<file path="src/rtl/spi_slave.sv">
// SPI responder for one address on a shared 3-bit select bus.
// Mode-0 style: MSB-first, all state advances on the rising edge of sclk.
module spi_slave #(
  parameter int                DATA_W     = 8,
  parameter logic [2:0]        SLAVE_ID   = 3'b010,
  parameter logic [DATA_W-1:0] DEFAULT_TX = {DATA_W{1'b1}}
) (
  input  logic              sclk,
  input  logic              reset,
  input  logic [2:0]        ss,
  input  logic              mosi,
  output logic              miso,
  output logic              miso_oe,
  input  logic [DATA_W-1:0] tx_data,
  input  logic              tx_load,
  output logic              tx_ready,
  output logic [DATA_W-1:0] rx_data,
  output logic              rx_valid,
  input  logic              rx_ack,
  output logic              busy,
  output logic              overrun
);

  localparam int CNT_W = (DATA_W > 2) ? $clog2(DATA_W) : 1;
  localparam logic [CNT_W-1:0] LAST_CNT = CNT_W'(DATA_W - 1);

  typedef enum logic {IDLE = 1'b0, SHIFT = 1'b1} state_t;

  state_t              state_r, state_nxt_s;
  logic [CNT_W-1:0]    cnt_r, cnt_nxt_s;
  logic [DATA_W-1:0]   shift_r, shift_nxt_s;
  logic [DATA_W-1:0]   txbuf_r, txbuf_nxt_s;
  logic                tx_ready_r, tx_ready_nxt_s;
  logic [DATA_W-1:0]   rx_data_r, rx_data_nxt_s;
  logic                rx_valid_r, rx_valid_nxt_s;
  logic                overrun_r, overrun_nxt_s;
  logic                oe_r, busy_r, oe_nxt_s;
  logic                sel_s, load_edge_s, tx_take_s, done_s;

  assign sel_s       = (ss == SLAVE_ID);
  assign load_edge_s = (state_r == IDLE) && sel_s;
  assign tx_take_s   = tx_load && tx_ready_r;

  // Next-state, shift datapath, TX buffer and RX handshake
  always_comb begin
    state_nxt_s    = state_r;
    cnt_nxt_s      = cnt_r;
    shift_nxt_s    = shift_r;
    rx_data_nxt_s  = rx_data_r;
    rx_valid_nxt_s = rx_valid_r;
    overrun_nxt_s  = overrun_r;
    done_s         = 1'b0;

    case (state_r)
      IDLE: begin
        if (sel_s) begin
          shift_nxt_s = tx_ready_r ? DEFAULT_TX : txbuf_r;
          cnt_nxt_s   = '0;
          state_nxt_s = SHIFT;
        end else begin
          state_nxt_s = IDLE;
        end
      end
      SHIFT: begin
        if (!sel_s) begin
          // abort: partial word and consumed TX word are dropped
          state_nxt_s = IDLE;
          cnt_nxt_s   = '0;
        end else begin
          shift_nxt_s = {shift_r[DATA_W-2:0], mosi};
          if (cnt_r == LAST_CNT) begin
            done_s      = 1'b1;
            state_nxt_s = IDLE;
            cnt_nxt_s   = '0;
          end else begin
            cnt_nxt_s = cnt_r + 1'b1;
          end
        end
      end
      default: begin
        state_nxt_s = IDLE;
        cnt_nxt_s   = '0;
      end
    endcase

    // a load edge frees the buffer; a same-edge tx_load refills it for the next frame
    txbuf_nxt_s    = tx_take_s ? tx_data : txbuf_r;
    tx_ready_nxt_s = tx_take_s ? 1'b0 : (load_edge_s ? 1'b1 : tx_ready_r);

    if (done_s) begin
      rx_data_nxt_s  = shift_nxt_s;
      rx_valid_nxt_s = 1'b1;
      overrun_nxt_s  = overrun_r | (rx_valid_r & ~rx_ack);
    end else if (rx_ack) begin
      rx_valid_nxt_s = 1'b0;
    end else begin
      rx_valid_nxt_s = rx_valid_r;
    end

    oe_nxt_s = (state_nxt_s == SHIFT);
  end

  // State and datapath registers
  always_ff @(posedge sclk or negedge reset) begin
    if (!reset) begin
      state_r    <= IDLE;
      cnt_r      <= '0;
      shift_r    <= '0;
      txbuf_r    <= '0;
      tx_ready_r <= 1'b1;
      rx_data_r  <= '0;
      rx_valid_r <= 1'b0;
      overrun_r  <= 1'b0;
      oe_r       <= 1'b0;
      busy_r     <= 1'b0;
    end else begin
      state_r    <= state_nxt_s;
      cnt_r      <= cnt_nxt_s;
      shift_r    <= shift_nxt_s;
      txbuf_r    <= txbuf_nxt_s;
      tx_ready_r <= tx_ready_nxt_s;
      rx_data_r  <= rx_data_nxt_s;
      rx_valid_r <= rx_valid_nxt_s;
      overrun_r  <= overrun_nxt_s;
      oe_r       <= oe_nxt_s;
      busy_r     <= oe_nxt_s;
    end
  end

  assign miso     = oe_r & shift_r[DATA_W-1];
  assign miso_oe  = oe_r;
  assign busy     = busy_r;
  assign tx_ready = tx_ready_r;
  assign rx_data  = rx_data_r;
  assign rx_valid = rx_valid_r;
  assign overrun  = overrun_r;

endmodule

</file>
<file path="config.mk">
export PLATFORM = sky130hd
export DESIGN_NAME = spi_slave
export DESIGN_NICKNAME = d
export VERILOG_FILES = /design/src/rtl/spi_slave.sv
export SDC_FILE = /design/constraint.sdc
export NUM_CORES = 1
export LEC_CHECK = 0
export ABC_AREA = 1
export CAP_MARGIN = 20
export CORE_MARGIN = 2
export CORE_UTILIZATION = 47
export CTS_BUF_LIST = sky130_fd_sc_hd__clkbuf_2
export CTS_CLUSTER_DIAMETER = 100
export CTS_CLUSTER_SIZE = 10
export DETAILED_ROUTE_END_ITERATION = 7
export GPL_TIMING_DRIVEN = 0
export PLACE_DENSITY = 0.88
export SYNTH_ARGS = -nofsm -noshare
export SYNTH_HDL_FRONTEND = slang
export SYNTH_SLANG_ARGS = --single-unit
</file>
<file path="constraint.sdc">
create_clock -name sclk -period 1.6 [get_ports sclk]
set_clock_uncertainty 0.2 [all_clocks]
set_input_delay 0.32 -clock sclk [delete_from_list [all_inputs] [get_ports sclk]]
set_output_delay 0.32 -clock sclk [all_outputs]
set_load 0.005 [all_outputs]
</file>
==> impl_metrics.json <==
{
  "fin_area_um2": 1980,
  "synth_top_family_by_area": "simple AND/OR/NAND/NOR gates",
  "grt_setup_unrepaired": "yes",
  "routed_wl_mm": 3.02,
  "synth_fa_ha_area_frac": 0.0179,
  "clkTransAtPathRegs_ps": 160,
  "reg2reg_from": "cnt_r[1]$_DFFE_PN0P_",
  "pwr-share-seq": 0.513,
  "n_antenna_cell": 0,
  "overflow": 0,
  "r2r_slack_ps": 80,
  "fillCellCount": 213,
  "syn_area_per_cell_um2": 8.28,
  "synth-xor-area-share": 0,
  "clock-sinks": 31,
  "hold_buffers": 0,
  "yosysTopAreaCell": "dfrtp_1",
  "layout-drive-gt1-share": 0.218,
  "drtIter0Drc": 49,
  "cap_violations": 0,
  "syn-instance-count": 169,
  "area_growth_pct": 41.7,
  "ys_ff_latch": 31,
  "clockBufferDepth": 2,
  "hold_path_class": "primary input to async pin",
  "ys_types": 19,
  "crit_arrival_ps": 1160,
  "nets": 242,
  "cts_made_buffers": 5,
  "io_buffers": 29,
  "slowest_stage": "dfrtp_2",
  "finalWorstSetupSlack_ps": -76.3,
  "route.detailed.drc": 1,
  "pwr-share-comb": 0.238,
  "maxSlewViolCount": 0,
  "cp-end-kind": "output port",
  "syn_area_um2": 1400,
  "cts_root_buf": "clkbuf_2",
  "synth_edf_count": 0,
  "crit_path_max_incr_delay_ps": 450,
  "yosys_warnings": 0,
  "grt_max_degree": 20,
  "status": "finished with violations",
  "required_ps": 1080,
  "clkPwrFrac": 0.249,
  "coreArea_um2": 2810,
  "die-width_um": 58.6,
  "synth-simple-area-share": 0.331,
  "io_pins": 30,
  "synth_compound_area_frac": 0.0340,
  "crit_chain": "buf_6, buf_6, buf_6",
  "grt_pass1_wl_mm": 5.12,
  "hold_viol": 0,
  "synthTopCellsByArea": "dfrtp_1, nand2_1, nor2_1, nand4_1, o21ai_1",
  "setup-violations-final": 2,
  "synth_most_common_cell": "nand2_1",
  "synthArstFlopShare": 1.00,
  "path_max_fanout": 3,
  "reg2reg_depth": 8,
  "first_pass_iters": 6,
  "syn-num-nets": 187,
  "grt_pass1_vias": 1145,
  "power_mw": 2.14,
  "avgRoutedWirePerCell_um": 11.8,
  "synth_top_area_share": 0.536,
  "relSlewSlack": 0.559,
  "critPathKind": "register to output port",
  "start_util": 0.499,
  "fp-row-count": 19,
  "dpl.hpwl_mm": 1.94,
  "ys_top_cells_by_count": "nand2_1, dfrtp_1, nor2_1, nand4_1, o21ai_1",
  "fmax_mhz": 597,
  "via_count": 1249,
  "switching_share": 0.312,
  "violations": "DRC, setup timing",
  "ys_seq_area_frac": 0.555,
  "ir_drop_mv": 0.928,
  "regToRegEndpoint": "rx_data[0]$_DFFE_PN0P_",
  "routed_via_density": 4.88,
  "start_kind": "register",
  "die_area_um2": 3430,
  "p_switching_mw": 0.667,
  "worstMarginPinSlew_ps": 660,
  "cp_common_cell": "buf_6",
  "cts_max_level": 2,
  "antenna_found_initial": 0,
  "synth_ff_type": "dfrtp_1",
  "internal-power_mw": 1.47,
  "ant_nets": 0,
  "grt_usage": 0.203,
  "powerDensity_nw_per_um2": 1080,
  "synthMuxAreaShare": 0,
  "gp_congestion": 0.789,
  "insertion_delay_ps": 370,
  "tritoncts": "done",
  "dieHeight_um": 58.6,
  "dpl_cell_area_um2": 1760,
  "final.min_clock_period_ps": 1680,
  "power.leakage_nw": 1.11,
  "fin_crit_sh": 1.05
}
power by group through the flow:
stage          combinational, mW  sequential [mW]  clock (mW)
2_1_floorplan              0.348             1.08           0
3_3_place_gp               0.474             1.10           0
3_5_place_dp               0.496             1.11           0
4_1_cts                    0.502             1.09       0.538
5_1_grt                    0.604             1.12       0.568
6_report                   0.508             1.10       0.533
layout by cell type, fill, tap and decap left out, drive strengths merged, types with 5 or more instances in the layout:
cell type	count
buf	29
clkbuf	5
clkdlybuf4s15	5
clkdlybuf4s50	15
dfrtp	30
dlygate4sd2	5
inv	6
nand2	81
nand4	8
nor2	22
o21ai	7
final cells by class:
type,instances,area [µm²],area share
Buffer,6,63.8,0.0322
Clock inverter,3,38.8,0.0195
Multi-Input combinational cell,125,567,0.286
Tap cell,31,38.8,0.0195
Timing Repair Buffer,48,447,0.225
Inverter,7,26.3,0.0132
Sequential cell,31,778,0.392
Clock buffer,5,25.0,0.0126
worst max-delay path: cells and delay by family, from the launching register on:
family | cells | cell delay [ps]
flip-flops | 1 | 450
buffers and inverters | 3 | 330
worst max path at each step:
stage | to | cells past startpoint | start
2_1_floorplan | overrun$_DFFE_PN0P_ | 7 | cnt_r[0]$_DFFE_PN0P_
3_3_place_gp | txbuf_r[4]$_DFFE_PN0P_ | 1 | reset
3_5_place_dp | miso | 4 | busy$_DFF_PN0_
4_1_cts | miso | 5 | busy$_DFF_PN0_
5_1_grt | miso_oe | 3 | busy$_DFF_PN0_
6_report | miso_oe | 3 | busy$_DFF_PN0_
logic make-up after synthesis:
kind of cell	count (synthesis)
buf+inv	14
fa+ha+maj	2
flops	31
compound gates	9
simple gates	113
per-layer routing:
layer  global-route usage  up-vias  wire length [µm]
li1                     -      644                 -
met1                0.249      551              1310
met2                0.318       43              1420
met3               0.0637       11               180
met4                0.110        0               116
met5                    0        -                 0
through the flow:
step | cells | hold slack (ps) | TNS, ps | util | setup WS [ps]
finish | 256 | 127 | -120 | 0.707 | -76.3
global route | 256 | 149 | -289 | 0.707 | -121
CTS | 251 | 129 | -233 | 0.683 | -153
detailed placement | 230 | 267 | -1610 | 0.626 | -291
global placement | 229 | 261 | -15680 | 0.616 | -481
floorplan | 169 | -176 | 0 | - | 97.9
sequential cells by signal (all words and copies together), names as in the netlist:
name      count
shift_r       8
busy          1
overrun       1
txbuf_r       8
cnt_r         3
rx_data       8
rx_valid      1
tx_ready      1
what timing repair did:
item / 4_1_cts / 5_1_grt
buffers inserted: 12 / 6
endpoints found under the setup margin: 24 / 22
gates resized for setup: 36 / 11
pin swaps: 0 / 1
gates cloned: 1 / 0
No activity file was read; power rests on OpenSTA's default activity.
